==> src/rtl/mem_arbiter_pkg.sv <==
`default_nettype none
// ============================================================================
// Module   : mem_arbiter_pkg
// Brief    : Shared state encoding, grant IDs and defaults for mem_arbiter.
// Revision : 1.0 - initial release
// ============================================================================
package mem_arbiter_pkg;

  typedef enum logic [1:0] {
    ARB_IDLE   = 2'b00,
    ARB_BUSY_I = 2'b01,
    ARB_BUSY_D = 2'b10
  } arb_state_t;

  localparam logic GNT_I = 1'b0;
  localparam logic GNT_D = 1'b1;

  localparam int DEFAULT_TIMEOUT = 64;

endpackage
`default_nettype wire

==> src/rtl/mem_arbiter_arb_rr2.sv <==
`default_nettype none
// ============================================================================
// Module   : arb_rr2
// Brief    : Combinational two-way round-robin picker (icache vs dcache).
// Revision : 1.0 - initial release
// ============================================================================
module arb_rr2
  import mem_arbiter_pkg::*;
(
  input  logic req_i,
  input  logic req_d,
  input  logic last_grant,
  output logic grant,
  output logic any
);

  assign any = req_i | req_d;

  // On a tie the requester that did not win last time gets the port.
  always_comb begin
    grant = GNT_I;
    if (req_i && req_d) begin
      grant = (last_grant == GNT_D) ? GNT_I : GNT_D;
    end else if (req_d) begin
      grant = GNT_D;
    end
  end

endmodule
`default_nettype wire

==> src/rtl/mem_arbiter.sv <==
`default_nettype none
// ============================================================================
// Module   : mem_arbiter
// Brief    : Round-robin sharing of the main-memory port between the icache
//            refill path and the dcache, with per-transaction watchdog.
// Revision : 1.0 - initial release
// ============================================================================
module mem_arbiter
  import mem_arbiter_pkg::*;
#(
  parameter int ADDR_W  = 32,
  parameter int DATA_W  = 32,
  parameter int TIMEOUT = DEFAULT_TIMEOUT
) (
  input  logic              clk,
  input  logic              rst,
  input  logic              i_req,
  input  logic [ADDR_W-1:0] i_addr,
  output logic              i_ack,
  output logic [DATA_W-1:0] i_rdata,
  output logic              i_err,
  input  logic              d_req,
  input  logic              d_we,
  input  logic [ADDR_W-1:0] d_addr,
  input  logic [DATA_W-1:0] d_wdata,
  output logic              d_ack,
  output logic [DATA_W-1:0] d_rdata,
  output logic              d_err,
  output logic              mem_req,
  output logic              mem_we,
  output logic [ADDR_W-1:0] mem_addr,
  output logic [DATA_W-1:0] mem_wdata,
  input  logic              mem_ack,
  input  logic [DATA_W-1:0] mem_rdata
);

  localparam int                c_CNT_W   = (TIMEOUT > 2) ? $clog2(TIMEOUT) : 1;
  localparam logic [c_CNT_W-1:0] c_CNT_MAX = c_CNT_W'(TIMEOUT - 1);

  arb_state_t          r_state, w_state_nxt;
  logic                r_last_grant, w_last_grant_nxt;
  logic [c_CNT_W-1:0]  r_cnt, w_cnt_nxt;
  logic                w_grant, w_any, w_expired;
  logic                w_mem_req_nxt, w_mem_we_nxt;
  logic [ADDR_W-1:0]   w_mem_addr_nxt;
  logic [DATA_W-1:0]   w_mem_wdata_nxt, w_i_rdata_nxt, w_d_rdata_nxt;
  logic                w_i_ack_nxt, w_i_err_nxt, w_d_ack_nxt, w_d_err_nxt;

  arb_rr2 u_rr2 (
    .req_i      (i_req),
    .req_d      (d_req),
    .last_grant (r_last_grant),
    .grant      (w_grant),
    .any        (w_any)
  );

  assign w_expired = (r_cnt == c_CNT_MAX);

  always_comb begin
    w_state_nxt      = r_state;
    w_last_grant_nxt = r_last_grant;
    w_cnt_nxt        = r_cnt;
    w_mem_req_nxt    = mem_req;
    w_mem_we_nxt     = mem_we;
    w_mem_addr_nxt   = mem_addr;
    w_mem_wdata_nxt  = mem_wdata;
    w_i_ack_nxt      = 1'b0;
    w_i_err_nxt      = 1'b0;
    w_i_rdata_nxt    = '0;
    w_d_ack_nxt      = 1'b0;
    w_d_err_nxt      = 1'b0;
    w_d_rdata_nxt    = '0;

    case (r_state)
      ARB_IDLE: begin
        // mem_ack is deliberately ignored here: a stray ack has no owner.
        if (w_any) begin
          w_last_grant_nxt = w_grant;
          w_cnt_nxt        = '0;
          w_mem_req_nxt    = 1'b1;
          if (w_grant == GNT_D) begin
            w_state_nxt     = ARB_BUSY_D;
            w_mem_we_nxt    = d_we;
            w_mem_addr_nxt  = d_addr;
            w_mem_wdata_nxt = d_wdata;
          end else begin
            w_state_nxt     = ARB_BUSY_I;
            w_mem_we_nxt    = 1'b0;
            w_mem_addr_nxt  = i_addr;
            w_mem_wdata_nxt = '0;
          end
        end
      end
      ARB_BUSY_I, ARB_BUSY_D: begin
        // A real ack arriving on the expiry cycle takes precedence.
        if (mem_ack || w_expired) begin
          w_state_nxt   = ARB_IDLE;
          w_mem_req_nxt = 1'b0;
          if (r_state == ARB_BUSY_I) begin
            w_i_ack_nxt   = 1'b1;
            w_i_err_nxt   = ~mem_ack;
            w_i_rdata_nxt = mem_ack ? mem_rdata : '0;
          end else begin
            w_d_ack_nxt   = 1'b1;
            w_d_err_nxt   = ~mem_ack;
            w_d_rdata_nxt = (mem_ack && !mem_we) ? mem_rdata : '0;
          end
        end else begin
          w_cnt_nxt = r_cnt + c_CNT_W'(1);
        end
      end
      default: w_state_nxt = ARB_IDLE;
    endcase
  end

  always_ff @(posedge clk or posedge rst) begin
    if (rst) begin
      r_state      <= ARB_IDLE;
      r_last_grant <= GNT_D;
      r_cnt        <= '0;
      mem_req      <= 1'b0;
      mem_we       <= 1'b0;
      mem_addr     <= '0;
      mem_wdata    <= '0;
      i_ack        <= 1'b0;
      i_err        <= 1'b0;
      i_rdata      <= '0;
      d_ack        <= 1'b0;
      d_err        <= 1'b0;
      d_rdata      <= '0;
    end else begin
      r_state      <= w_state_nxt;
      r_last_grant <= w_last_grant_nxt;
      r_cnt        <= w_cnt_nxt;
      mem_req      <= w_mem_req_nxt;
      mem_we       <= w_mem_we_nxt;
      mem_addr     <= w_mem_addr_nxt;
      mem_wdata    <= w_mem_wdata_nxt;
      i_ack        <= w_i_ack_nxt;
      i_err        <= w_i_err_nxt;
      i_rdata      <= w_i_rdata_nxt;
      d_ack        <= w_d_ack_nxt;
      d_err        <= w_d_err_nxt;
      d_rdata      <= w_d_rdata_nxt;
    end
  end

endmodule
`default_nettype wire

==> config.mk <==
export PLATFORM = sky130hd
export DESIGN_NAME = mem_arbiter
export DESIGN_NICKNAME = d
export VERILOG_FILES = /design/src/rtl/mem_arbiter_pkg.sv /design/src/rtl/mem_arbiter_arb_rr2.sv /design/src/rtl/mem_arbiter.sv
export SDC_FILE = /design/constraint.sdc
export NUM_CORES = 1
export LEC_CHECK = 0
export ABC_AREA = 0
export CORE_MARGIN = 2
export CORE_UTILIZATION = 45
export CTS_BUF_LIST = sky130_fd_sc_hd__clkbuf_4 sky130_fd_sc_hd__clkbuf_8
export DETAILED_ROUTE_END_ITERATION = 10
export PLACE_DENSITY = 0.95
export RECOVER_POWER = 50
export SLEW_MARGIN = 10
export SYNTH_ARGS = -nofsm -noshare
export SYNTH_HDL_FRONTEND = slang
export SYNTH_HIERARCHICAL = 1
export SYNTH_SLANG_ARGS = --single-unit
==> constraint.sdc <==
create_clock -name clk -period 10.95 [get_ports clk]
set_input_delay 1.095 -clock clk [delete_from_list [all_inputs] [get_ports clk]]
set_output_delay 1.095 -clock clk [all_outputs]
set_load 0.01 [all_outputs]
Word level (Yosys, flattened, before mapping)
Cells that the tools add are included.
- input port bits: 134
- flip-flop bits (word level): 143
- mux-type cells: 36
- $add $sub $neg: 1
- bitwise logic cells: 2
- reduce and logical (&&, ||, !) cells: 11
- eq/ne operators: 6
- operators by type and width (kind ; number):
    $mux W32 ; 10
    $mux W1 ; 18
    $mux W6 ; 2
    $pmux W6 S2 ; 1
    $add A6 B1 Y6 const B ; 1
    $eq A6 B6 Y1 const B ; 1
    $mux W2 ; 3
    $reduce_and A3 Y1 ; 2
    $ne A2 B2 Y1 const B ; 2
    $pmux W2 S2 ; 1
    $reduce_and A2 Y1 ; 2
    $eq A2 B1 Y1 const B ; 1
    $eq A2 B2 Y1 const B ; 1
    $logic_and A1 B1 Y1 ; 2
    $logic_not A2 Y1 ; 1
    $ne A2 B1 Y1 const B ; 1
    $pmux W1 S2 ; 1
    $reduce_bool A2 Y1 ; 1
    $reduce_or A2 Y1 ; 1
    $logic_not A1 Y1 ; 1
    $logic_or A1 B1 Y1 ; 1
    $not A1 Y1 ; 1
    $or A1 B1 Y1 ; 1

Logic depth before layout (Yosys ltp)
Gate-level depths: netlist of run 1.
- depth after elaboration: 6
- mapped depth: 7

By module
Netlist of run 1, hierarchy kept.
- modules (own cells, without submodules) (module ; cells an instance ; seq. area each (µm²) ; area each (µm²) ; instances):
    mem_arbiter ; 497 ; 3579.7 ; 5530.3 ; 1
    arb_rr2 ; 2 ; 0.0 ; 13.8 ; 1

Least setup slack after synthesis of run 1
Ideal clock, no wire load.
- kind: input -> register
- start: input port d_req
- end: register mem_we
- stages on the path: 6
- arrival: 2011 ps
- buffers on the path: 2
- setup slack: 8873 ps
- setup time: 66 ps
- cell sequence: or2_1 -> nand2_1 -> buf_2 -> buf_2 -> nand2_1 -> nand2_1
- cells in the longest elaborated chain, start to end: 3
- ends and longest elaborated chain (what ; line ; source):
    start: declaration ; mem_arbiter.sv:22 ; input logic d_req,
    $mux W1 / $logic_and A1 B1 Y1 (equally long branches) ; mem_arbiter_arb_rr2.sv:24, mem_arbiter_arb_rr2.sv:22 ;
    $mux W1 ; mem_arbiter_arb_rr2.sv:22 ; if (req_i && req_d) begin
    $mux W1 ; mem_arbiter.sv:81 ; if (w_grant == GNT_D) begin
    end signal: assignment ; mem_arbiter.sv:136 ; mem_we <= w_mem_we_nxt;
    end: declaration ; mem_arbiter.sv:30 ; output logic mem_we,
Parallel ways exist; a longest one is shown, timed or not.
A chain may end at the register's enable or synchronous reset.

==> results.cfg, run 1 <==
[worst_setup_path]
worstPathRequired_ns = 11.38
setup.worst_path.end_class = async pin
cp_top_family = buffers and inverters
crit_start = rst
critPathKind = input port to async pin
r2r_cells = 6
crit_buf_inv = 3
worstPathCellList = dlygate4sd3_1 -> clkinvlp_2 -> buf_4
reg2reg_from = r_state[0]$_DFFE_PP0P_
cp.depth = 3
crit_arrival_ns = 4.26
critPathLaunchType = input port
cp_slowest_cell = clkinvlp_2
cpPeakStageDelay_ns = 1.57
crit_fanout = 79

[logic_synthesis]
synth-edff-count = 0
ys.flop_type = dfrtp_1
synth_cells = 499
yosysTopAreaCell = dfrtp_1
yosys_warnings = 6
mappedNetlistNets = 636
ys_seq_area_frac = 0.6457
yosysUniqueCellTypes = 36
syn_avg_cell_area_um2 = 11.11
synth_top_area_share = 0.6409
yosys-top-cells-area = dfrtp_1, nand2_1, and2_1
synth-seq-cells = 143
async_flop_share = 1.000
netlist_area_um2 = 5544

[timing]
layout_min_cycle_time_ns = 3.832
slew_headroom = -0.8724
finalHoldViolCount = 0
setup_viol = 0
fmax_ghz = 0.2609
finClkSkew_ns = 0.01279
whs_ns = 0.4723
period_share = 0.3500
setup_tns_ns = 0
final_max_slew_viol_count = 100
worst_pin_slew_ns = 2.793
rsz0062_at_grt = no

[cts]
cts_setup_buffers = 0
h-tree-depth = 4
cts-root-buf = clkbuf_8
cts_buffer_depth = 2
holdBufCountCts = 0
cts.clk_slew.worst_paths_ns = 0.09
cts_tree = built
cts_resized = 0
clk_latency_ns = 0.43
cts_sinks = 143
cts_made_buffers = 17

[hold_path]
hold_depth = 2
min_from = mem_wdata[11]$_DFFE_PP0P_
min_path_type = flop to flop

[die]
pin_count = 268
die_h_um = 115.0
dieArea_um2 = 13220
core_region_area_um2 = 12010
start_util = 0.4616
rows = 40
die_x_um = 115.0

[status]
violations = max-capacitance violations, max-slew violations
status = complete, but fails checks

[global_route]
grt_overflow = 0
grt_max_degree = 80
antenna_found_initial = 0
track_usage = 0.2272
grt_pass1_vias = 4789
grt_pass1_wl_um = 23190

[pwr]
fin_total_pwr_mw = 1.972
powerDensity_nw_per_um2 = 226.9
vdd_drop_max_mv = 0.1597
leakage_nw = 4.222

[cells_and_area]
drive_gt1_frac = 0.05168
area_delta_synth_final_pct = 56.74
instances_no_fill = 921
n_antenna_cell = 0
layout_common_cells = clkdlybuf4s50_1, dfrtp_1, nand2_1
final_common_cell = clkdlybuf4s50_1
nets = 898

[route]
vias = 4658
drtPass1Iterations = 4
drt_wl_total_um = 14900
drc_errors = 0
viasPerCell = 5.058
drtIter0Drc = 354
antenna_left = 0
routedWlPerCell_um = 16.18

[placed_design]
hpwlAfterDp_um = 11020
numPortBuffers = 267
dpl.cell_count = 889
gp_congestion = 0.8137

[flow_run]
max_cap_violations = 2
==> worst register-to-register path, cell delays in order (launching register included) <==
cell and delay (ns):
dfrtp_1 0.41, inv_1 0.07, ha_1 0.23, and2_0 0.31, clkbuf_1 1.14, nand3_1 0.23
nand2_1 0.13
==> power breakdown <==
part | internal (mW) | switching, mW | total [mW]
Sequential | 0.692 | 0.0840 | 0.776
Combinational | 0.384 | 0.401 | 0.785
Clock | 0.194 | 0.217 | 0.411
Total | 1.27 | 0.702 | 1.97
==> worst paths after layout <==
check,slack (ns),end
worst max-delay path,7.12,i_rdata[27]$_DFF_PP0_
worst min-delay path,0.47,mem_wdata[11]$_DFFE_PP0P_
worst max register to register,8.38,mem_wdata[20]$_DFFE_PP0P_
worst min register to register,0.47,mem_wdata[11]$_DFFE_PP0P_
max in group clk,7.59,mem_wdata[20]$_DFFE_PP0P_
min in group asynchronous,1.90,mem_addr[10]$_DFFE_PP0P_
==> area by class of cell <==
cell class	count	area, um^2
Clock inverter	14	142.6
Multi-Input combinational cell	323	1817
Sequential cell	143	3580
Timing Repair Buffer	272	2703
Clock buffer	18	247.7
Fill cell	769	3322
Inverter	4	16.27
Tap cell	147	183.9
==> cells by family after synthesis <==
| kind of cell | synth area share |
|---|---|
| DFF | 0.6457 |
| muxes | 0.05778 |
| AOI/OAI and AO/OA | 0.05259 |
| adders and majority gates | 0.006771 |
| buffers and inverters | 0.02663 |
| and+or+nand+nor | 0.2106 |
==> synth_stat cells, types with 2 or more instances <==
library cell / number
ha_1: 3
clkbuf_1: 10
nor2b_1: 2
a21oi_1: 2
inv_1: 4
clkbuf_2: 3
o21ai_0: 38
nor4_1: 2
nand2_1: 110
dfrtp_1: 142
nand4_1: 2
nor2_1: 2
mux2i_1: 32
and3_1: 4
nand2b_1: 2
nand3_1: 40
and2b_1: 2
a31oi_1: 2
buf_2: 16
and2_1: 65
==> state kept, by name, summed over array words and instances (netlist names) <==
name          cells
d_ack             1
d_err             1
d_rdata          32
i_ack             1
i_err             1
i_rdata          32
mem_addr         32
mem_req           1
mem_wdata        32
mem_we            1
r_cnt             6
r_last_grant      1
r_state           2
==> per-stage QoR <==
stage,utilization,area (um^2),setup WS (ns)
after detailed placement,0.6930,8324,7.508
after floorplan,-,5544,6.019
final,0.7234,8690,7.118
after global placement,0.6930,8324,7.677
after CTS,0.7255,8715,7.981
after global routing,0.7234,8690,6.530
==> metal layers <==
| metal | track usage | wire length (um) | vias up |
|---|---|---|---|
| met5 | 0 | 0 | - |
| met4 | 0.1076 | 456 | 0 |
| met3 | 0.05957 | 1044 | 35 |
| met2 | 0.3961 | 7714 | 215 |
| met1 | 0.2613 | 5685 | 2239 |
| li1 | - | - | 2169 |
No activity file was read; power rests on OpenSTA's default activity.
==> run 2, diff against run 1 <==
--- a/config.mk
+++ b/config.mk
@@ -7,10 +7,10 @@
 export LEC_CHECK = 0
 export ABC_AREA = 0
 export CORE_MARGIN = 2
-export CORE_UTILIZATION = 45
+export CORE_UTILIZATION = 38
 export CTS_BUF_LIST = sky130_fd_sc_hd__clkbuf_4 sky130_fd_sc_hd__clkbuf_8
 export DETAILED_ROUTE_END_ITERATION = 10
-export PLACE_DENSITY = 0.95
+export PLACE_DENSITY = 0.91
 export RECOVER_POWER = 50
 export SLEW_MARGIN = 10
 export SYNTH_ARGS = -nofsm -noshare
==> constraint.sdc (replaced) <==
create_clock -name clk -period 3.5 [get_ports clk]
set_input_delay 0.35 -clock clk [delete_from_list [all_inputs] [get_ports clk]]
set_output_delay 0.35 -clock clk [all_outputs]
set_load 0.01 [all_outputs]
==> results.cfg, run 2 (synthesis gave the netlist of run 1 again) <==
[pwr]
p_clk_frac = 0.223
switching_power_mw = 2.119
internal-power_mw = 4.258
p_comb_frac = 0.398
leakage_nw = 4.187
switching_share = 0.3323
vdd_drop_max_mv = 0.3219
pwr-share-seq = 0.379
powerDensity_nw_per_um2 = 722.3

[route]
drtPass1Iterations = 4
viasPerCell = 4.813
drt_wl_total_um = 15320
drtIter0Drc = 254
routedWlPerCell_um = 15.96
vias = 4620
drc_errors = 0
antenna_left = 0

[cells_and_area]
n_antenna_cell = 0
layout_common_cells = clkdlybuf4s50_1, dfrtp_1, nand2_1
instances_no_fill = 960
nets = 900
drive_gt1_frac = 0.05799
area_delta_synth_final_pct = 59.24
fin_util = 0.6144
final_common_cell = clkdlybuf4s50_1
nFillCells = 1153

[hold_path]
whs_endpoint = mem_wdata[0]$_DFFE_PP0P_
hold_depth = 3
min_from = d_wdata[0]
min_path_type = input port to flop

[cts]
cts-root-buf = clkbuf_8
clk_latency_ns = 0.44
cts_made_buffers = 17
holdBufCountCts = 0
cts_setup_buffers = 0
cts.clk_slew.worst_paths_ns = 0.08
h-tree-depth = 4
cts_tree = built
cts_sinks = 143
cts_resized = 0
cts_buffer_depth = 2

[worst_setup_path]
r2r_slack_ns = 1.10
setup.worst_path.end_class = flop
cp_slowest_cell = a21boi_1
worstPathRequired_ns = 3.79
worstPathCellList = dlygate4sd3_1 -> a21boi_1 -> buf_12 -> mux2i_1 -> o21ai_0
r2r_cells = 4
critPathLaunchType = input port
crit_fanout = 21
crit_arrival_ns = 2.83
reg2reg_from = r_last_grant$_DFFE_PP1P_
r2r-end = mem_addr[25]$_DFFE_PP0P_
cpPeakStageDelay_ns = 1.22
critPathKind = input port to flop

[timing]
worst_pin_slew_ns = 1.894
fmax_ghz = 0.3934
final_max_slew_viol_count = 161
finClkSkew_ns = 0.01106
setup_viol = 0
finalHoldViolCount = 0
period_share = 0.7263
slew_headroom = -0.2630
setup_tns_ns = 0
layout_min_cycle_time_ns = 2.542
rsz0062_at_grt = no

[global_route]
use_met2 = 0.3417
track_usage = 0.2000
grt-busiest-layer = met2
grt_pass1_wl_um = 24630
grt_max_degree = 144
grt_overflow = 0
grtUsageMet1 = 0.2212
grt_pass1_vias = 4861
grtUsageMet3 = 0.07947
antenna_found_initial = 1

[placed_design]
hpwlAfterDp_um = 11010
gp_congestion = 0.8020
numPortBuffers = 267
dpl.cell_count = 928

[flow_run]
max_cap_violations = 2

[die]
pin_count = 268
core_region_area_um2 = 14370
dieArea_um2 = 15570
die_h_um = 124.8
start_util = 0.3858
die_x_um = 124.8
rows = 44

[status]
violations = max-capacitance violations, max-slew violations
status = complete, but fails checks
## run 2: cell types whose count changed in the layout (fill, tap and decap cells not counted), moves of 3 or more
cell / previous run / this run
and2_1: 40 / 65
and2_0: 25 / 0
clkbuf_4: 0 / 4
clkdlybuf4s50_1: 184 / 225
inv_6: 7 / 2
clkbuf_8: 18 / 21
dlygate4sd3_1: 83 / 42
## run 2: area by class of cell
class                   count  area (um^2)  share of cell area
inverters                   4        18.77            0.002126
repair buffers            274         2750              0.3115
clock inverters             8        125.1             0.01417
well taps                 184        230.2             0.02608
multi-input cells         323         1813              0.2054
clock buffers              24        311.5             0.03529
flip-flops and latches    143         3580              0.4055
## run 2: power groups by stage
stage / Sequential (mW) / Clock [mW] / Combinational, mW
global placement: 2.43 / 0 / 2.53
finish: 2.42 / 1.42 / 2.54
floorplan: 2.66 / 0 / 0.933
CTS: 2.43 / 1.46 / 2.60
global route: 2.48 / 1.53 / 2.76
detailed placement: 2.46 / 0 / 2.59
## run 2: worst max-delay path by stage
stage	from	end	slack, ns	depth (start not counted)
final	d_req	mem_addr[25]$_DFFE_PP0P_	0.96	5
after global routing	d_req	mem_addr[25]$_DFFE_PP0P_	0.72	5
after CTS	r_state[0]$_DFFE_PP0P_	i_rdata[30]$_DFF_PP0_	1.29	4
after detailed placement	d_req	mem_addr[7]$_DFFE_PP0P_	1.27	5
after global placement	d_req	mem_addr[22]$_DFFE_PP0P_	1.28	5
after floorplan	rst	d_ack$_DFF_PP0_	1.36	1
## run 2: routing by layer
layer  vias to the layer above  share of wire
met4                         2          0.028
li1                       2184              -
met1                      2191           0.36
met5                         -        0.00085
met3                        41          0.090
met2                       202           0.52
## run 2: worst max-delay path, delay by kind of cell
kind	cells	cell delay, ns
muxes	1	0.26
buffers and inverters	2	0.87
AOI/OAI and AO/OA	2	1.34
## run 2: per-stage QoR
step | worst slack [ns] | total power [mW] | hold WS, ns | instance area (um^2)
after global routing | 0.7197 | 6.768 | 0.4573 | 8828
after floorplan | 1.360 | 3.597 | 0.4391 | 5548
after global placement | 1.284 | 4.954 | 0.4486 | 8422
after CTS | 1.289 | 6.493 | 0.4389 | 8859
after detailed placement | 1.274 | 5.046 | 0.4552 | 8422
final | 0.9580 | 6.377 | 0.4665 | 8828
==> run 3, diff against run 2 <==
==> constraint.sdc (replaced) <==
create_clock -name clk -period 2.3 [get_ports clk]
set_input_delay 0.23 -clock clk [delete_from_list [all_inputs] [get_ports clk]]
set_output_delay 0.23 -clock clk [all_outputs]
set_load 0.01 [all_outputs]
==> results.cfg, run 3 (synthesis gave the netlist of run 1 again) <==
[cts]
cts.clk_slew.worst_paths_ns = 0.08
cts_setup_buffers = 0
cts_sinks = 143
cts_tree = built
cts_made_buffers = 17
cts-root-buf = clkbuf_8
holdBufCountCts = 0
cts_resized = 0
clk_latency_ns = 0.43
cts_buffer_depth = 2
h-tree-depth = 4

[die]
start_util = 0.3858
rows = 44
pin_count = 268
die_h_um = 124.8
core_region_area_um2 = 14370
dieArea_um2 = 15570
die_x_um = 124.8

[cells_and_area]
nets = 903
area_delta_synth_final_pct = 59.76
fin_util = 0.6164
layout_common_cells = clkdlybuf4s50_1, dfrtp_1, nand2_1
final_common_cell = clkdlybuf4s50_1
n_antenna_cell = 0
drive_gt1_frac = 0.06290

[global_route]
grt_pass1_wl_um = 24380
grt_pass1_vias = 4856
antenna_found_initial = 1
track_usage = 0.1974
grt_max_degree = 76
grt_overflow = 0

[worst_setup_path]
crit_arrival_ns = 2.30
setup.worst_path.end_class = flop
crit_fanout = 36
critPathKind = flop to flop
worstPathRequired_ns = 2.68
critPathLaunchType = flop

[route]
drt_wl_total_um = 15300
routedWlPerCell_um = 15.89
antenna_left = 0
drc_errors = 0
drtIter0Drc = 232
drtPass1Iterations = 5
viasPerCell = 4.826
vias = 4647

[placed_design]
gp_congestion = 0.8087
hpwlAfterDp_um = 11140
numPortBuffers = 267

[timing]
slew_headroom = -0.05498
setup_viol = 0
layout_min_cycle_time_ns = 1.923
setup_tns_ns = 0
finClkSkew_ns = 0.009221
fmax_ghz = 0.5199
period_share = 0.8363
final_max_slew_viol_count = 69
finalHoldViolCount = 0
worst_pin_slew_ns = 1.582
rsz0062_at_grt = no

[pwr]
internal-power_mw = 6.399
pwr-share-seq = 0.380
leakage_nw = 4.187
p_clk_frac = 0.220
vdd_drop_max_mv = 0.4920
powerDensity_nw_per_um2 = 1097
switching_power_mw = 3.316
p_comb_frac = 0.401
switching_share = 0.3414

[hold_path]
min_path_type = input port to async pin

[status]
violations = max-capacitance violations, max-slew violations
status = complete, but fails checks

[flow_run]
max_cap_violations = 1
## run 3: area by class of cell
| class | instances | area [um^2] |
|---|---|---|
| Clock buffer | 18 | 247.7 |
| Inverter | 4 | 16.27 |
| Fill cell | 1101 | 5512 |
| Sequential cell | 143 | 3580 |
| Tap cell | 184 | 230.2 |
| Timing Repair Buffer | 277 | 2780 |
| Multi-Input combinational cell | 323 | 1824 |
| Clock inverter | 14 | 178.9 |
## run 3: worst paths after layout
kind | start | slack, ns | endpoint | depth (start not counted)
setup / recovery | r_state[0]$_DFFE_PP0P_ | 0.38 | mem_wdata[18]$_DFFE_PP0P_ | 6
hold reg to reg | mem_wdata[14]$_DFFE_PP0P_ | 0.47 | mem_wdata[14]$_DFFE_PP0P_ | 2
hold / removal | rst | 0.25 | mem_wdata[0]$_DFFE_PP0P_ | 3
max in group asynchronous | rst | 0.59 | i_rdata[19]$_DFF_PP0_ | 3
setup reg to reg | r_state[0]$_DFFE_PP0P_ | 0.38 | mem_wdata[18]$_DFFE_PP0P_ | 6
min in group clk | d_wdata[26] | 0.35 | mem_wdata[26]$_DFFE_PP0P_ | 3
## run 3: metrics by stage
| step | instances | power [mW] | setup slack [ns] | hold WS (ns) | area (um^2) |
|---|---|---|---|---|---|
| 2_1_floorplan | 499 | 5.473 | 0.2798 | 0.3586 | 5548 |
| 3_3_place_gp | 931 | 7.588 | 0.5159 | 0.4482 | 8469 |
| 3_5_place_dp | 931 | 7.734 | 0.4604 | 0.4561 | 8469 |
| 4_1_cts | 963 | 9.896 | 0.5410 | 0.2564 | 8896 |
| 5_1_grt | 963 | 10.29 | 0.1954 | 0.3078 | 8857 |
| 6_report | 963 | 9.716 | 0.3765 | 0.2528 | 8857 |
## run 3: worst max-delay path, stage by stage, from the launching register on
cell,delay (ns)
dfrtp_1,0.40
inv_1,0.07
ha_1,0.27
and2_0,0.20
clkbuf_2,0.58
nand3_1,0.23
nand2_1,0.11
## run 3: power groups by stage
stage	logic (mW)	clock network, mW	registers (mW)
finish	3.89	2.13	3.69
global route	4.22	2.29	3.79
CTS	4.01	2.19	3.70
detailed placement	4.00	0	3.74
global placement	3.89	0	3.70
floorplan	1.42	0	4.05
## run 3: routing by layer
metal | track usage | vias to the layer above | wire length (um) | share of wire
met5 | 0 | - | 13 | 0.00085
met4 | 0.09187 | 2 | 466 | 0.030
met3 | 0.06787 | 41 | 1193 | 0.078
met2 | 0.3407 | 195 | 7771 | 0.51
met1 | 0.2187 | 2223 | 5853 | 0.38
li1 | - | 2186 | - | -
